===== config.mk =====
export PLATFORM = sky130hd
export DESIGN_NAME = ogfx_lcd_refresh_flat
export DESIGN_NICKNAME = d
export VERILOG_FILES = /design/src/rtl/ogfx_lcd_refresh_if.sv /design/src/rtl/ogfx_lcd_refresh.sv /design/src/flat_wrapper.sv
export SDC_FILE = /design/constraint.sdc
export NUM_CORES = 1
export LEC_CHECK = 0
export BUFFER_PORTS_ARGS = -buffer_cell sky130_fd_sc_hd__buf_2
export CAP_MARGIN = 20
export CORE_MARGIN = 2
export CORE_UTILIZATION = 45
export DETAILED_ROUTE_END_ITERATION = 10
export PLACE_DENSITY = 0.7
export SLEW_MARGIN = 40
export SYNTH_ARGS = -nofsm -noshare
export SYNTH_HDL_FRONTEND = slang
export SYNTH_SLANG_ARGS = --single-unit
export TNS_END_PERCENT = 100

===== constraint.sdc =====
create_clock -name mclk -period 1.65 [get_ports mclk]
set_input_delay 0.33 -clock mclk [delete_from_list [all_inputs] [get_ports mclk]]
set_output_delay 0.33 -clock mclk [all_outputs]
set_load 0.01 [all_outputs]

===== src/rtl/ogfx_lcd_refresh_if.sv =====
// Frame-refresh handshake (backend side) and LCD write bus for ogfx_lcd_refresh.
// The slave modport is the refresh engine; master is whoever drives it.
interface ogfx_lcd_refresh_if;
  logic        refresh_start_i;
  logic [16:0] display_size_i;
  logic [3:0]  cfg_wr_cycle_i;
  logic [15:0] refresh_data_i;
  logic        refresh_data_ready_i;
  logic        refresh_active_o;
  logic        refresh_data_request_o;
  logic        refresh_done_o;
  logic        lcd_cs_n_o;
  logic        lcd_rs_o;
  logic        lcd_wr_n_o;
  logic [15:0] lcd_d_o;

  modport slave (
    input  refresh_start_i, display_size_i, cfg_wr_cycle_i,
           refresh_data_i, refresh_data_ready_i,
    output refresh_active_o, refresh_data_request_o, refresh_done_o,
           lcd_cs_n_o, lcd_rs_o, lcd_wr_n_o, lcd_d_o
  );

  modport master (
    output refresh_start_i, display_size_i, cfg_wr_cycle_i,
           refresh_data_i, refresh_data_ready_i,
    input  refresh_active_o, refresh_data_request_o, refresh_done_o,
           lcd_cs_n_o, lcd_rs_o, lcd_wr_n_o, lcd_d_o
  );
endinterface


===== src/rtl/ogfx_lcd_refresh.sv =====
// Full-frame LCD refresh engine: one 0x2C memory-write command, then one strobed
// data write per pixel fetched from the backend. OGFX_LCD_TE_SYNC_EN adds tearing-effect sync.
module ogfx_lcd_refresh (
  input  logic                  mclk,
  input  logic                  puc_rst_n,
`ifdef OGFX_LCD_TE_SYNC_EN
  input  logic                  lcd_te_i,
`endif
  ogfx_lcd_refresh_if.slave     bus
);

  localparam logic [15:0] CMD_RAMWR = 16'h002C;

  typedef enum logic [3:0] {
    IDLE,
`ifdef OGFX_LCD_TE_SYNC_EN
    TE_WAIT,
`endif
    CMD_LO,
    CMD_HI,
    REQ,
    WAIT_DATA,
    WR_LO,
    WR_HI,
    DONE
  } state_t;

  state_t      state_q, state_d;
  logic [16:0] size_q, size_d;
  logic [16:0] pix_cnt_q, pix_cnt_d;
  logic [3:0]  phase_q, phase_d;
  logic [15:0] lcd_d_q, lcd_d_d;
  logic [16:0] pix_cnt_inc;
  logic [3:0]  phase_len;

  logic        active_c, request_c, done_c, cs_n_c, rs_c, wr_n_c;

  // Phase counter holds remaining cycles minus one; a zero setting behaves as one.
  assign phase_len   = (bus.cfg_wr_cycle_i == 4'd0) ? 4'd0 : bus.cfg_wr_cycle_i - 4'd1;
  assign pix_cnt_inc = pix_cnt_q + 17'd1;

`ifdef OGFX_LCD_TE_SYNC_EN
  logic te_meta_q, te_sync_q, te_prev_q;
  logic te_rise;

  always_ff @(posedge mclk or negedge puc_rst_n) begin
    if (!puc_rst_n) begin
      te_meta_q <= 1'b0;
      te_sync_q <= 1'b0;
      te_prev_q <= 1'b0;
    end else begin
      te_meta_q <= lcd_te_i;
      te_sync_q <= te_meta_q;
      te_prev_q <= te_sync_q;
    end
  end

  assign te_rise = te_sync_q & ~te_prev_q;
`endif

  always_ff @(posedge mclk or negedge puc_rst_n) begin
    if (!puc_rst_n) begin
      state_q   <= IDLE;
      size_q    <= '0;
      pix_cnt_q <= '0;
      phase_q   <= '0;
      lcd_d_q   <= '0;
    end else begin
      state_q   <= state_d;
      size_q    <= size_d;
      pix_cnt_q <= pix_cnt_d;
      phase_q   <= phase_d;
      lcd_d_q   <= lcd_d_d;
    end
  end

  always_comb begin
    state_d   = state_q;
    size_d    = size_q;
    pix_cnt_d = pix_cnt_q;
    phase_d   = phase_q;
    lcd_d_d   = lcd_d_q;
    active_c  = 1'b1;
    request_c = 1'b0;
    done_c    = 1'b0;
    cs_n_c    = 1'b0;
    rs_c      = 1'b1;
    wr_n_c    = 1'b1;

    case (state_q)
      IDLE: begin
        active_c = 1'b0;
        cs_n_c   = 1'b1;
        if (bus.refresh_start_i) begin
          size_d    = bus.display_size_i;
          pix_cnt_d = '0;
`ifdef OGFX_LCD_TE_SYNC_EN
          state_d   = TE_WAIT;
`else
          state_d   = CMD_LO;
          phase_d   = phase_len;
          lcd_d_d   = CMD_RAMWR;
`endif
        end
      end
`ifdef OGFX_LCD_TE_SYNC_EN
      TE_WAIT: begin
        cs_n_c = 1'b1;
        if (te_rise) begin
          state_d = CMD_LO;
          phase_d = phase_len;
          lcd_d_d = CMD_RAMWR;
        end
      end
`endif
      CMD_LO: begin
        rs_c   = 1'b0;
        wr_n_c = 1'b0;
        if (phase_q == 4'd0) begin
          state_d = CMD_HI;
          phase_d = phase_len;
        end else begin
          phase_d = phase_q - 4'd1;
        end
      end
      CMD_HI: begin
        rs_c = 1'b0;
        if (phase_q == 4'd0) begin
          state_d = (size_q == 17'd0) ? DONE : REQ;
        end else begin
          phase_d = phase_q - 4'd1;
        end
      end
      REQ: begin
        request_c = 1'b1;
        state_d   = WAIT_DATA;
      end
      WAIT_DATA: begin
        if (bus.refresh_data_ready_i) begin
          lcd_d_d = bus.refresh_data_i;
          state_d = WR_LO;
          phase_d = phase_len;
        end
      end
      WR_LO: begin
        wr_n_c = 1'b0;
        if (phase_q == 4'd0) begin
          state_d = WR_HI;
          phase_d = phase_len;
        end else begin
          phase_d = phase_q - 4'd1;
        end
      end
      WR_HI: begin
        if (phase_q == 4'd0) begin
          pix_cnt_d = pix_cnt_inc;
          state_d   = (pix_cnt_inc == size_q) ? DONE : REQ;
        end else begin
          phase_d = phase_q - 4'd1;
        end
      end
      DONE: begin
        active_c = 1'b0;
        done_c   = 1'b1;
        cs_n_c   = 1'b1;
        state_d  = IDLE;
      end
      default: begin
        active_c = 1'b0;
        cs_n_c   = 1'b1;
        state_d  = IDLE;
      end
    endcase
  end

  assign bus.refresh_active_o       = active_c;
  assign bus.refresh_data_request_o = request_c;
  assign bus.refresh_done_o         = done_c;
  assign bus.lcd_cs_n_o             = cs_n_c;
  assign bus.lcd_rs_o               = rs_c;
  assign bus.lcd_wr_n_o             = wr_n_c;
  assign bus.lcd_d_o                = lcd_d_q;

endmodule


===== src/flat_wrapper.sv =====
// flat-port wrapper written by rule: the top's interface ports become plain ports
module ogfx_lcd_refresh_flat 
  (mclk, puc_rst_n, bus_refresh_start_i, bus_display_size_i, bus_cfg_wr_cycle_i, bus_refresh_data_i, bus_refresh_data_ready_i, bus_refresh_active_o, bus_refresh_data_request_o, bus_refresh_done_o, bus_lcd_cs_n_o, bus_lcd_rs_o, bus_lcd_wr_n_o, bus_lcd_d_o);
  ogfx_lcd_refresh_if bus_i ();
  input  logic mclk;
  input  logic puc_rst_n;
  input wire logic [$bits(bus_i.refresh_start_i)-1:0] bus_refresh_start_i;
  input wire logic [$bits(bus_i.display_size_i)-1:0] bus_display_size_i;
  input wire logic [$bits(bus_i.cfg_wr_cycle_i)-1:0] bus_cfg_wr_cycle_i;
  input wire logic [$bits(bus_i.refresh_data_i)-1:0] bus_refresh_data_i;
  input wire logic [$bits(bus_i.refresh_data_ready_i)-1:0] bus_refresh_data_ready_i;
  output wire logic [$bits(bus_i.refresh_active_o)-1:0] bus_refresh_active_o;
  output wire logic [$bits(bus_i.refresh_data_request_o)-1:0] bus_refresh_data_request_o;
  output wire logic [$bits(bus_i.refresh_done_o)-1:0] bus_refresh_done_o;
  output wire logic [$bits(bus_i.lcd_cs_n_o)-1:0] bus_lcd_cs_n_o;
  output wire logic [$bits(bus_i.lcd_rs_o)-1:0] bus_lcd_rs_o;
  output wire logic [$bits(bus_i.lcd_wr_n_o)-1:0] bus_lcd_wr_n_o;
  output wire logic [$bits(bus_i.lcd_d_o)-1:0] bus_lcd_d_o;
  assign bus_i.refresh_start_i = bus_refresh_start_i;
  assign bus_i.display_size_i = bus_display_size_i;
  assign bus_i.cfg_wr_cycle_i = bus_cfg_wr_cycle_i;
  assign bus_i.refresh_data_i = bus_refresh_data_i;
  assign bus_i.refresh_data_ready_i = bus_refresh_data_ready_i;
  assign bus_refresh_active_o = bus_i.refresh_active_o;
  assign bus_refresh_data_request_o = bus_i.refresh_data_request_o;
  assign bus_refresh_done_o = bus_i.refresh_done_o;
  assign bus_lcd_cs_n_o = bus_i.lcd_cs_n_o;
  assign bus_lcd_rs_o = bus_i.lcd_rs_o;
  assign bus_lcd_wr_n_o = bus_i.lcd_wr_n_o;
  assign bus_lcd_d_o = bus_i.lcd_d_o;
  ogfx_lcd_refresh u_core (.mclk(mclk), .puc_rst_n(puc_rst_n), .bus(bus_i));
endmodule

==> implementation parameters <==
Parameter                              Value

Outcome
  Status ... finished, violations left
  Violations in the final reports ... setup timing

Job
  Number of maximum-capacitance constraint violations ... 0

Cells and area
  Filler cell count ... ~470
  Area growth, synth to finish ... 52.8%
  Combined area of the multi-input logic cells ... around 0.0019 sq mm
  Fraction of final layout cells with drive strength greater than 1 ... a little under half
  Number of nets at the end of the flow ... roughly 540
  Antenna diodes ... 0
  Flip-flop and latch area ... between 0.001 and 0.0015 sq mm

Synthesis
  Synth Net Count ... 390
  Synth Area per Inst ... ~9 sq um
  Netlist Area Pre-Place ... ~0.0032 sq mm
  Number of instances in the synthesized netlist ... between 300 and 400
  Share of the synthesized area in the top cell type ... a little under half
  Most area-consuming cells after synthesis ... sky130_fd_sc_hd__dfrtp_1 (45%), sky130_fd_sc_hd__mux2_2 (6.4%), sky130_fd_sc_hd__nand2_1 (5.6%)
  Share of flip-flops with an asynchronous set or reset after synthesis ... between 90% and 100%
  Area leader, netlist ... sky130_fd_sc_hd__dfrtp_1
  Dominant register cell in the synthesized netlist ... sky130_fd_sc_hd__dfrtp_1
  Number of flops mapped to enable cells by yosys ... 0
  Yosys warns ... 0
  Library cells used by synthesis ... 46
  Proportion of synthesized chip area in sequential cells ... 45.1%
  Synth Register Bits ... 57

Detailed routing
  Starting DRT DRC Count ... 249
  Via total after detailed routing ... between 3,000 and 4,000
  Detail-routed via count per cell ... about 5.6
  Remaining antenna violation count after routing ... 0
  Total iterations of the first detailed-routing run ... 5
  DRC violations left ... 0
  Avg WL per Cell ... ~17 um
  Final wirelength ... between 10,000 and 15,000 um

Die
  Die Y ... 87.8 um
  Die Area ... a little under 0.008 sq mm
  Total number of placement rows ... 30
  Count of pins on the block boundary ... 63
  Initial core utilization ... 46.5%
  Core area ... ~0.0068 sq mm
  Horizontal die dimension ... 87.8 um

Setup path
  Buffers and inverters on the worst path ... 0
  CP Capture Type ... register
  Type of the setup path with the least slack ... register to register
  Data arrival time of the critical path ... about 2.1 ns
  Max incr delay on CP ... roughly 0.4 ns
  Kind of cell adding the most delay to the critical path ... simple AND/OR/NAND/NOR gates
  Worst-path fanout max ... 2
  Element type at the critical path start ... register
  Cell breakdown of the critical path ... ha_2 -> xor2_1 -> nor3_2 -> o21ai_1 -> nor4_1 -> nand4_1 -> o31ai_2
  Cell with the largest stage delay on the worst path ... sky130_fd_sc_hd__dfrtp_1
  Required time at the worst-slack endpoint ... approximately 1.9 ns

STA
  Sum of negative setup slack ... -1.99 ns
  Hold slack ... a little under 0.2 ns
  Final period util ... 113%
  Post-layout minimum cycle time ... 1.87 ns
  Maximum clock frequency ... between 500 and 600 MHz
  Setup skew after layout ... ~0.0096 ns
  RSZ-0062 raised after global routing ... true
  Number of failing setup endpoints in the final timing report ... 24
  Worst rel slew slack ... 68.7%
  Worst setup slack after layout ... -0.217 ns
  Max Transition Viols Final ... 0
  Transition at the pin with the smallest max-transition slack ... 0.463 ns
  Hold Vio Cnt, Final ... 0

Clock network
  CTS H-Tree Depth ... 3
  TritonCTS buffer count ... 9
  Clock Latency Late Sink ... around 0.35 ns
  Clock edge transition at the registers on the reported setup and hold paths ... ~0.080 ns
  Number of sinks driven by the clock tree ... 57
  CTS root buffer ... sky130_fd_sc_hd__clkbuf_8
  Maximum number of buffers from clock root to sink ... 2
  Clock tree from TritonCTS ... yes

GRT
  Via count of the first global-routing pass ... 3,039
  Number of antenna violations at the first check in global routing ... 0
  First-pass GRT wire length ... 14,300 um
  Residual overflow from global routing ... 0
  GRT Resource Usage Total ... about 24%
  Largest net degree at the start of global routing ... 43

Min path
  Worst hold-check path type ... primary input to register

Power and ir drop
  Logic pwr share ... 56.4%
  Power density normalized to cell area ... around 1900 mW/mm^2
  Sequential power share ... roughly 29%
  Power Internal ... approximately 0.0054 W
  Relative contribution of the clock network to total power ... about 15%
  Switching power ... between 0.003 and 0.004 W
  Largest vdd supply drop ... between 1 and 1.5 mV
  Leakage power total ... around 2.3 nW
  Sw frac ... 41.0%

Place
  Total half-perimeter wirelength after legalization and detailed placement ... about 6000 um
  Routability congestion estimate ... roughly 0.9
  # port buffers ... 62
  Worst setup timing slack at the placement stage ... -0.323 ns
[registers in the layout (all words and copies together) (netlist names)]
name                flops
u_core.bus.lcd_d_o     16
u_core.pix_cnt_q       17
u_core.state_q          3
u_core.size_q          17
u_core.phase_q          4
[worst reg2reg max path: cells and delay by family, from the launching register on]
family / cells / cell delay, ns
AOI/OAI and AO/OA: 2 / 0.29
xor gates and xnor gates: 1 / 0.18
adders and majority gates: 1 / 0.30
DFF: 1 / 0.40
and+or+nand+nor: 3 / 0.61
[routing by layer]
layer / GRT usage [%] / part of all wire (%) / vias up
met4: 8.67 / 2.9 / 0
met2: 39.0 / 50 / 139
met3: 6.31 / 6.1 / 30
met5: 0 / 0 / -
li1: - / - / 1524
met1: 31.4 / 40 / 1641
[final timing paths]
kind,slack (ns),endpoint,cells past startpoint,start
worst max-delay path,-0.22,u_core.state_q[2]$_DFFE_PN0P_,7,u_core.pix_cnt_q[0]$_DFFE_PN0P_
worst min-delay path,0.19,u_core.bus.lcd_d_o[4]$_DFFE_PN0P_,3,bus_refresh_data_i[4]
worst max register to register,-0.22,u_core.state_q[2]$_DFFE_PN0P_,7,u_core.pix_cnt_q[0]$_DFFE_PN0P_
worst min register to register,0.47,u_core.bus.lcd_d_o[11]$_DFFE_PN0P_,2,u_core.bus.lcd_d_o[11]$_DFFE_PN0P_
max in group asynchronous,0.61,u_core.pix_cnt_q[3]$_DFFE_PN0P_,3,puc_rst_n
min in group asynchronous,0.45,u_core.pix_cnt_q[11]$_DFFE_PN0P_,2,puc_rst_n
[kinds of logic after synthesis]
| family | after synthesis | synth area share, % |
|---|---|---|
| compound gates | 74 | 14.4 |
| xor+xnor | 25 | 6.93 |
| fa+ha+maj | 3 | 1.19 |
| buf+inv | 32 | 4.55 |
| flops | 57 | 45.1 |
| mux | 19 | 6.73 |
| simple gates | 136 | 21.1 |
[power groups by stage]
| stage | Combinational [W] | Clock, W | Sequential [W] |
|---|---|---|---|
| final | 0.00516 | 0.00137 | 0.00262 |
| after global routing | 0.00550 | 0.00144 | 0.00269 |
| after CTS | 0.00437 | 0.00137 | 0.00257 |
| after detailed placement | 0.00380 | 0 | 0.00258 |
| after global placement | 0.00370 | 0 | 0.00255 |
| after floorplan | 0.00213 | 0 | 0.00261 |
[synth_stat cells, drive strengths merged, types with 4 or more instances]
master  number
a211oi       4
dfrtp       57
o31ai        6
o21ai       32
xnor2       12
nand3       23
mux2        18
a21oi       11
nor3        10
nand2       48
clkbuf       6
nand4        8
xor2        13
nor2        24
o22ai        4
buf         13
nor4         5
a31oi        6
and3         4
inv         13
[through the flow]
stage               utilization, %  area, sq um  total power [W]  cells
global route                  71.1         4830          0.00963    593
finish                        71.1         4830          0.00915    593
global placement              59.4         4040          0.00625    552
floorplan                        -         3190          0.00475    346
detailed placement            59.5         4050          0.00638    552
CTS                           67.0         4550          0.00831    584
[repair_timing]
action,CTS,global route
setup buffers,14,7
endpoints found under the setup margin,36,56
hold buffers,1,0
resized for setup,52,43
cloned,1,3
endpoints found under the hold margin,15,0
pin swaps,7,21
[placed cells by master, fill, tap and decap left out, drive strengths merged, types with 4 or more instances in the layout]
cell type,n
nor2,24
nor4,5
buf,150
nand4,8
o22ai,4
xnor2,12
o31ai,6
nand2,48
nand3,23
a211oi,4
o21ai,33
xor2,13
nor3,10
clkbuf,11
a21oi,11
a31oi,6
inv,15
mux2,18
and3,4
dfrtp,57
[cell type report]
| class | count | share of cell area, % |
|---|---|---|
| clock buffer | 9 | 2.56 |
| clock inverter | 7 | 1.63 |
| inverter | 13 | 1.01 |
| multi-input combinational | 258 | 38.7 |
| sequential | 57 | 29.6 |
| tap | 96 | 2.49 |
| timing repair buffer | 153 | 24.1 |
Power figures use the tool's default switching activity.
